--- config.mk ---
export PLATFORM = sky130hd
export DESIGN_NAME = addr_calc_scheduler
export DESIGN_NICKNAME = d
export VERILOG_FILES = /design/src/rtl/addr_calc_scheduler_pkg.sv /design/src/rtl/addr_calc_scheduler_rr_arbiter.sv /design/src/rtl/addr_calc_scheduler.sv
export SDC_FILE = /design/constraint.sdc
export NUM_CORES = 1
export LEC_CHECK = 0
export CAP_MARGIN = 20
export CORE_UTILIZATION = 45
export DETAILED_ROUTE_END_ITERATION = 8
export GPL_TIMING_DRIVEN = 0
export MAX_ROUTING_LAYER = met4
export PLACE_DENSITY = 0.78
export RECOVER_POWER = 50
export SLEW_MARGIN = 15
export SYNTH_ARGS = -nofsm -noshare
export SYNTH_HDL_FRONTEND = slang
export SYNTH_HIERARCHICAL = 1
export SYNTH_SLANG_ARGS = --single-unit
--- constraint.sdc ---
create_clock -name i_clk -period 9.8 [get_ports i_clk]
set_input_delay 1.47 -clock i_clk [delete_from_list [all_inputs] [get_ports i_clk]]
set_output_delay 1.47 -clock i_clk [all_outputs]
set_load 0.005 [all_outputs]
--- src/rtl/addr_calc_scheduler_pkg.sv ---
// Shared definitions for the address-calculation scheduler and its arbiter.
// State encodings, default widths and sample-mode constants.
package addr_calc_scheduler_pkg;

    localparam int DEF_ADDR_W = 32;
    localparam int DEF_N_REQ  = 4;

    localparam logic [1:0] ST_IDLE = 2'd0;
    localparam logic [1:0] ST_LOAD = 2'd1;
    localparam logic [1:0] ST_RUN  = 2'd2;
    localparam logic [1:0] ST_DONE = 2'd3;

    // Words per sample: real data is one word, complex FFT output is two.
    localparam logic DBL_ONE_WORD  = 1'b0;
    localparam logic DBL_TWO_WORDS = 1'b1;

endpackage

--- src/rtl/addr_calc_scheduler_rr_arbiter.sv ---
// Combinational round-robin arbiter: one-hot grant to the first request at or
// after i_rr_ptr, searching upward modulo N_REQ.
module rr_arbiter
#(
    parameter int N_REQ = 4,
    parameter int PTR_W = 2
)
(
    input  logic [N_REQ-1:0] i_req,
    input  logic [PTR_W-1:0] i_rr_ptr,
    output logic [N_REQ-1:0] o_gnt
);

    localparam logic [PTR_W:0] NQ = (PTR_W+1)'(N_REQ);

    logic [N_REQ-1:0] w_rot_req;
    logic [N_REQ-1:0] w_rot_gnt;
    logic             w_found;

    // Rotate so the pointer position sits at bit 0, pick lowest set bit, rotate back.
    assign w_rot_req = N_REQ'({i_req, i_req} >> i_rr_ptr);

    always_comb begin
        w_rot_gnt = '0;
        w_found   = 1'b0;
        for (int k = 0; k < N_REQ; k++) begin
            if (!w_found && w_rot_req[k]) begin
                w_rot_gnt[k] = 1'b1;
                w_found      = 1'b1;
            end
        end
    end

    assign o_gnt = N_REQ'({w_rot_gnt, w_rot_gnt} >> (NQ - {1'b0, i_rr_ptr}));

endmodule

--- src/rtl/addr_calc_scheduler.sv ---
// Shares one base+counter address channel among N_REQ requesters, round-robin.
// The granted job's base/size are captured in LOAD, then one address per unstalled cycle.
module addr_calc_scheduler
    import addr_calc_scheduler_pkg::*;
#(
    parameter int N_REQ  = DEF_N_REQ,
    parameter int ADDR_W = DEF_ADDR_W
)
(
    input  logic                    i_clk,
    input  logic                    i_rst_n,
    input  logic [N_REQ-1:0]        i_req,
    input  logic [N_REQ*ADDR_W-1:0] i_filesize_bus,
    input  logic [N_REQ-1:0]        i_dbl_bus,
    input  logic [N_REQ*ADDR_W-1:0] i_base_bus,
    input  logic                    i_mem_busy,
    output logic [N_REQ-1:0]        o_gnt,
    output logic [ADDR_W-1:0]       o_addr,
    output logic                    o_addr_valid,
    output logic [ADDR_W-1:0]       o_count,
    output logic [N_REQ-1:0]        o_done,
    output logic                    o_busy
);

    localparam int PTR_W = $clog2(N_REQ);

    logic [1:0]        r_state;
    logic [N_REQ-1:0]  r_gnt;
    logic [ADDR_W-1:0] r_addr;
    logic              r_valid;
    logic [ADDR_W-1:0] r_count;
    logic [N_REQ-1:0]  r_done;
    logic [PTR_W-1:0]  r_rr_ptr;
    logic [ADDR_W-1:0] r_total;
    logic [ADDR_W-1:0] r_base_q;

    logic [N_REQ-1:0]  w_arb_gnt;
    logic [ADDR_W-1:0] w_fsize;
    logic [ADDR_W-1:0] w_base;
    logic              w_dbl;
    logic [PTR_W-1:0]  w_next_ptr;
    logic [ADDR_W-1:0] w_total;
    logic              w_req_g;
    logic              w_last;

    rr_arbiter #(
        .N_REQ (N_REQ),
        .PTR_W (PTR_W)
    ) u_rr_arbiter (
        .i_req    (i_req),
        .i_rr_ptr (r_rr_ptr),
        .o_gnt    (w_arb_gnt)
    );

    // Select the granted requester's slices and its successor for the rr pointer.
    always_comb begin
        w_fsize    = '0;
        w_base     = '0;
        w_dbl      = DBL_ONE_WORD;
        w_next_ptr = '0;
        for (int i = 0; i < N_REQ; i++) begin
            if (r_gnt[i]) begin
                w_fsize    = i_filesize_bus[i*ADDR_W +: ADDR_W];
                w_base     = i_base_bus[i*ADDR_W +: ADDR_W];
                w_dbl      = i_dbl_bus[i];
                w_next_ptr = (i == N_REQ-1) ? '0 : PTR_W'(i+1);
            end
        end
    end

    assign w_total = (w_dbl == DBL_TWO_WORDS) ? (w_fsize << 1) : w_fsize;
    assign w_req_g = |(i_req & r_gnt);
    assign w_last  = (r_count == (r_total - ADDR_W'(1)));

    always_ff @(posedge i_clk) begin
        if (!i_rst_n) begin
            r_state  <= ST_IDLE;
            r_gnt    <= '0;
            r_addr   <= '0;
            r_valid  <= 1'b0;
            r_count  <= '0;
            r_done   <= '0;
            r_rr_ptr <= '0;
            r_total  <= '0;
            r_base_q <= '0;
        end else begin
            r_done <= '0;
            case (r_state)
                ST_IDLE: begin
                    r_valid <= 1'b0;
                    if (|i_req) begin
                        r_gnt   <= w_arb_gnt;
                        r_state <= ST_LOAD;
                    end
                end
                ST_LOAD: begin
                    if (!w_req_g) begin
                        r_gnt    <= '0;
                        r_valid  <= 1'b0;
                        r_rr_ptr <= w_next_ptr;
                        r_state  <= ST_IDLE;
                    end else begin
                        r_base_q <= w_base;
                        r_total  <= w_total;
                        r_count  <= '0;
                        r_state  <= (w_total == '0) ? ST_DONE : ST_RUN;
                    end
                end
                ST_RUN: begin
                    if (!w_req_g) begin
                        r_gnt    <= '0;
                        r_valid  <= 1'b0;
                        r_rr_ptr <= w_next_ptr;
                        r_state  <= ST_IDLE;
                    end else if (i_mem_busy) begin
                        r_valid <= 1'b0;
                    end else begin
                        r_addr  <= r_base_q + r_count;
                        r_valid <= 1'b1;
                        r_count <= r_count + ADDR_W'(1);
                        if (w_last) begin
                            r_state <= ST_DONE;
                        end
                    end
                end
                ST_DONE: begin
                    r_done   <= r_gnt;
                    r_gnt    <= '0;
                    r_valid  <= 1'b0;
                    r_rr_ptr <= w_next_ptr;
                    r_state  <= ST_IDLE;
                end
                default: begin
                    r_state <= ST_IDLE;
                end
            endcase
        end
    end

    assign o_gnt        = r_gnt;
    assign o_addr       = r_addr;
    assign o_addr_valid = r_valid;
    assign o_count      = r_count;
    assign o_done       = r_done;
    assign o_busy       = (r_state != ST_IDLE);

endmodule

## Word level (Yosys, flattened, before mapping)

Index checks and enable logic that the tools add are counted.

| word-level totals | value |
|---|---|
| register bits after elaboration | 141 |
| bits of input ports | 267 |
| output and inout bits | 74 |
| word-level logic and storage cells | 94 |

| operators by class | value |
|---|---|
| add/sub/neg operators | 4 |
| equal/unequal tests | 12 |
| shift operators | 2 |
| muxes and demuxes | 43 |
| bitwise operators | 2 |
| reduce and logical (&&, ||, !) cells | 22 |

Operators by type and width:

| operator | number |
|---|---|
| 32-bit 2-to-1 mux | 12 |
| 32-bit case mux with 2 select lines | 1 |
| 32-bit by 1-bit adder with 32-bit output (second input constant) | 1 |
| 32-bit adder | 1 |
| 32-bit equality test | 1 |
| 32-bit zero test | 1 |
| 32-bit by 1-bit subtractor with 32-bit output (second input constant) | 1 |
| 2-bit 2-to-1 mux | 9 |
| 1-bit 2-to-1 mux | 15 |
| 2-bit != test (second input constant) | 6 |
| 4-bit case mux with 3 select lines | 1 |
| 4-bit 2-to-1 mux | 2 |
| 2-bit case mux with 4 select lines | 1 |
| 2-bit AND reduction | 4 |
| 4-bit OR reduction | 2 |
| 8-bit by 2-bit right shift with 4-bit output | 1 |
| 8-bit by 3-bit right shift with 4-bit output | 1 |
| 3-bit != test (second input constant) | 2 |
| 3-bit AND reduction | 2 |
| 2-bit nonzero test | 3 |
| 4-bit AND | 1 |
| 2-bit equality test (second input constant) | 2 |
| 2-bit case mux with 2 select lines | 1 |
| 4-bit AND reduction | 1 |
| other kinds (8) | 13 |

## Depth between registers and ports, before layout

| depth | value |
|---|---|
| depth in word-level cells | 14 |
| depth in mapped cells | 13 |
| gate-level depth less buffers | 12 |

## Hierarchy

Netlist, hierarchy kept.

By module, submodules not included:

| module | instances | cells an instance | area each (sq um) | seq. area each (sq um) |
|---|---|---|---|---|
| addr_calc_scheduler | 1 | 1,407 | 10,377.5 | 2,822.7 |
| rr_arbiter | 1 | 31 | 206.4 | 0.0 |

## Least setup slack after synthesis

OpenSTA, ideal clock, no wires.

| timing path | value |
|---|---|
| path kind | input to register |
| from | input i_req[0] |
| to | register r_count[27] (netlist: o_count[27]) |
| setup time | 0.128 ns |
| arrival time | 3.325 ns |
| required time | 9.672 ns |
| path slack | 6.347 ns |
| cell stages on the path | 8 |
| cell sequence | a22oi_1 -> a221oi_1 -> nand4_1 -> nor2_1 -> nand3_1 -> or3_1 -> xnor2_1 -> nor2_1 |

| on the way | value |
|---|---|
| cells in the longest elaborated chain, start to end | 4 |
| elaborated cells between the ends (all ways) | 5 |
| classes of those cells | eq/ne: 2; bitwise: 1; reduce/logical: 2 |

Ends and longest elaborated chain:

| element | RTL line | source |
|---|---|---|
| start: declaration | addr_calc_scheduler.sv:12 | `input logic [N_REQ-1:0] i_req,` |
| 4-bit AND * | addr_calc_scheduler.sv:72 | `assign w_req_g = \|(i_req & r_gnt);` |
| 4-bit OR reduction * | addr_calc_scheduler.sv:72 |  |
| 2-bit != test (no line) | -- |  |
| 4-bit AND reduction (no line) * | -- |  |
| end signal: assignment | addr_calc_scheduler.sv:120 | `r_count <= r_count + ADDR_W'(1);` |
| end: declaration | addr_calc_scheduler.sv:31 | `logic [ADDR_W-1:0] r_count;` |

Every way passes the cells marked *; elsewhere a longest branch is shown, timed or not.
A chain may end at the register's enable or synchronous reset.

## Worst setup path after layout

| timing path | value |
|---|---|
| from | input i_req[3] |
| to | register r_count[29] (netlist: o_count[29]) |

Same word-level chain as after synthesis.

==> flow_metrics.py <==
metrics = {
    "status": {
        "status": "completed",
    },
    "worst_setup_path": {
        "setup.worst_path.start_class": "input port",
        "critical_path.endpoint_type": "flip-flop",
        "reg2reg_from": "r_total[2]",
        "timing_worst_setup_path_type": "in2reg",
        "crit_required_ps": 10100,
        "worst_ep_arrival_time_ps": 4760,
        "crit_path_start": "i_req[3]",
        "path_max_fanout": 9,
    },
    "drt": {
        "vias": 12311,
        "drt_first_iter_violations": 866,
        "post_drt_wl_per_cell_um": 19.2,
        "detail_route.first_pass.iterations": 5,
        "detail_route.drc_violations": 0,
        "finalWirelength_um": 40800,
        "drt.antenna.violating_nets": 0,
        "post_drt_via_cell_ratio": 5.80,
    },
    "timing": {
        "worst_slew_pin_slew_ps": 774,
        "worst_clock_skew_ps": 9.91,
        "final_hold_fails": 0,
        "max-slew-margin-rel_pct": 48.4,
        "timing.final.max_slew_violations": 0,
        "finalWorstPathRequiredPeriod_ps": 4460,
        "finalSetupTns_ps": 0,
        "final_clock_period_utilization_by_the_worst_path_pct": 45.5,
        "setup_violations": 0,
        "max_freq_mhz": 224,
        "fin_ws_ps": 5340,
        "grt_setup_unrepaired": "no",
    },
    "cts": {
        "cts_root_buffer": "sky130_fd_sc_hd__clkbuf_16",
        "clock_path_buffers": 2,
        "post_cts_resized": 0,
        "cts_tree": "yes",
        "cts_hold_buffers": 0,
        "clock_latency_ps": 430,
        "post_cts_setup_buffer_count": 0,
        "cts.sinks": 141,
        "cts.htree.levels": 4,
        "cts_buffers": 17,
        "clkTransAtPathRegs_ps": 60,
    },
    "synth": {
        "synth_nets": 1745,
        "synth-async-reset-ratio_pct": 0,
        "synth-warning-count": 6,
        "synth_edf_count": 0,
        "netlist_area_um2": 10600,
        "yosys.cell_types.count": 70,
        "ys_top_cells_by_area": "sky130_fd_sc_hd__dfxtp_1, sky130_fd_sc_hd__nand2_1, sky130_fd_sc_hd__a21oi_1",
        "syn_avg_cell_area_um2": 7.36,
        "syn_inst": 1438,
        "yosys_most_used_dff": "sky130_fd_sc_hd__dfxtp_1",
        "synth.ff_latch_count": 141,
        "synth_top_area_cell": "sky130_fd_sc_hd__dfxtp_1",
        "ys_seq_area_share_pct": 26.7,
        "synth_largest_type_area_fraction_pct": 26.7,
    },
    "layout": {
        "finish.net_count": 2104,
        "final_core_util_pct": 65.6,
        "layout-drive-gt1-share_pct": 2.60,
        "final_design_area_no_fill_um2": 15000,
        "flow.area_growth_from_synthesis_pct": 41.5,
    },
    "pwr": {
        "vdd.ir_drop.worst_v": 0.000115,
        "total_switching_power_uw": 475,
        "p_clk_share_pct": 40.0,
        "cellLeakagePower_uw": 0.00617,
        "power_uw": 1640,
        "combinationalPowerShare_pct": 23.5,
        "power_density_nw_per_um2": 110,
        "power.share.switching_pct": 28.9,
        "cellInternalPower_uw": 1170,
        "sequential_cell_fraction_of_total_power_pct": 36.5,
    },
    "global_routing": {
        "number_of_antenna_violations_at_the_first_check_in_global_routing": 1,
        "grt_pass1_wl_um": 63200,
        "gr-total-overflow": 0,
        "largest_net_degree_at_the_start_of_global_routing": 17,
        "groute.usage.overall_pct": 34.9,
        "grt_pass1_vias": 11635,
    },
    "hold_path": {
        "hold_class": "reg2reg",
        "hold_path.startpoint": "o_addr[9]",
    },
    "place": {
        "gp_congestion": 0.966,
        "place.port_buffers": 340,
        "dp_worst_setup_slack_ps": 5080,
        "placedInstanceArea_um2": 14400,
        "dpl.hpwl_um": 33200,
    },
    "die": {
        "num_io_pins": 341,
        "die_width_um": 155,
        "start_util_pct": 46.3,
        "core_area_um2": 22800,
        "die_h_um": 155,
        "design.die.area_um2": 24100,
        "floorplan.rows": 55,
    },
    "flow_run": {
        "max-cap-violations": 0,
    },
}
## through the flow
step / hold WS, ps / cells
2_1_floorplan: 438 / 1438
3_3_place_gp: 450 / 2091
3_5_place_dp: 459 / 2091
4_1_cts: 469 / 2123
5_1_grt: 492 / 2124
6_report: 463 / 2124
## cell families after synthesis
logic type / synth area share (%)
buf+inv: 4.42
mux: 1.13
flops: 26.7
simple gates: 28.3
xor+xnor: 5.96
fa+ha+maj: 4.80
compound gates: 28.7
## cell usage after synthesis, drive strengths merged (20+ instances only)
cell	number
o211a	36
nor2b	36
and3	20
ha	39
a21oi	114
a22oi	41
nand2	210
a221oi	29
a21boi	52
xor2	31
nor3	56
dfxtp	141
nor2	107
o21ai	53
xnor2	41
nand3	64
o211ai	40
clkbuf	89
## final timing paths
kind | to | slack (ps) | cells past startpoint
setup / recovery | o_count[29] | 5340 | 10
hold / removal | o_addr[9] | 460 | 2
setup reg to reg | r_state[1] | 5880 | 10
hold reg to reg | o_addr[9] | 460 | 2
## registers in the layout (all words and copies together) (netlist names), 2 cells and up
register and cells:
r_state 2, r_base_q 32, o_addr 32, r_total 32
o_done 4, r_rr_ptr 2, o_count 32, o_gnt 4
## critical path, cell delays in order
cell and delay, ps:
sky130_fd_sc_hd__dlygate4sd3_1 730, sky130_fd_sc_hd__a22oi_1 170, sky130_fd_sc_hd__a221oi_1 660, sky130_fd_sc_hd__nand4_1 390, sky130_fd_sc_hd__nor2_1 330, sky130_fd_sc_hd__nand3_1 310, sky130_fd_sc_hd__nor2_1 340, sky130_fd_sc_hd__nand3_1 130
sky130_fd_sc_hd__xor2_1 160, sky130_fd_sc_hd__nor2_1 50
## cell type report
cell class,instances,area [µm²]
buffer,105,397
fill,2088,7870
timing repair buffer,340,3400
clock inverter,12,139
tap,313,392
antenna,1,2.50
multi-input combinational,1173,7290
inverter,19,71.3
sequential,141,2820
clock buffer,20,457
## power by group through the flow
stage | combinational (µW) | clock, µW | sequential, µW
after floorplan | 203 | 0 | 603
after global placement | 374 | 0 | 610
after detailed placement | 379 | 0 | 611
after CTS | 381 | 660 | 598
after global routing | 420 | 690 | 599
final | 386 | 656 | 599
## metal layers
layer	track usage, %	routed length, µm	vias up
li1	-	-	5985
met5	-	0	-
met1	43.6	17500	5763
met2	56.7	19200	498
met4	9.85	972	0
met3	7.27	3170	65
## cells in the final DEF (no fill, tap or decap), types with 5 or more instances in the layout
cell / synthesis / routed
sky130_fd_sc_hd__o211a_1: 36 / 36
sky130_fd_sc_hd__nor4_1: 12 / 12
sky130_fd_sc_hd__clkbuf_1: 89 / 94
sky130_fd_sc_hd__xor2_1: 31 / 31
sky130_fd_sc_hd__dlygate4sd3_1: 0 / 77
sky130_fd_sc_hd__clkdlybuf4s50_1: 0 / 263
sky130_fd_sc_hd__a31oi_1: 5 / 5
sky130_fd_sc_hd__or4_1: 8 / 8
sky130_fd_sc_hd__o21ai_0: 51 / 51
sky130_fd_sc_hd__nand3_1: 64 / 64
sky130_fd_sc_hd__xnor2_1: 41 / 41
sky130_fd_sc_hd__a21boi_0: 52 / 52
sky130_fd_sc_hd__and2_1: 15 / 15
sky130_fd_sc_hd__nand4_1: 15 / 15
sky130_fd_sc_hd__or3_1: 19 / 19
sky130_fd_sc_hd__a21oi_1: 114 / 114
sky130_fd_sc_hd__and3_1: 20 / 20
sky130_fd_sc_hd__clkbuf_16: 0 / 17
sky130_fd_sc_hd__o21a_1: 9 / 9
sky130_fd_sc_hd__nand2b_1: 14 / 14
sky130_fd_sc_hd__a22oi_1: 41 / 41
sky130_fd_sc_hd__nand4b_1: 5 / 5
sky130_fd_sc_hd__nand3b_1: 12 / 12
sky130_fd_sc_hd__o31ai_1: 8 / 8
sky130_fd_sc_hd__nand2_1: 210 / 210
sky130_fd_sc_hd__a221oi_1: 29 / 29
sky130_fd_sc_hd__a211oi_1: 7 / 7
sky130_fd_sc_hd__dfxtp_1: 141 / 141
sky130_fd_sc_hd__mux2i_1: 12 / 12
sky130_fd_sc_hd__nor2_1: 107 / 107
sky130_fd_sc_hd__a21o_1: 14 / 14
sky130_fd_sc_hd__inv_1: 19 / 19
sky130_fd_sc_hd__o211ai_1: 40 / 40
sky130_fd_sc_hd__buf_1: 14 / 10
sky130_fd_sc_hd__nor2b_1: 36 / 36
sky130_fd_sc_hd__nor3_1: 56 / 56
sky130_fd_sc_hd__ha_1: 39 / 39
Power figures use the tool's default switching activity.
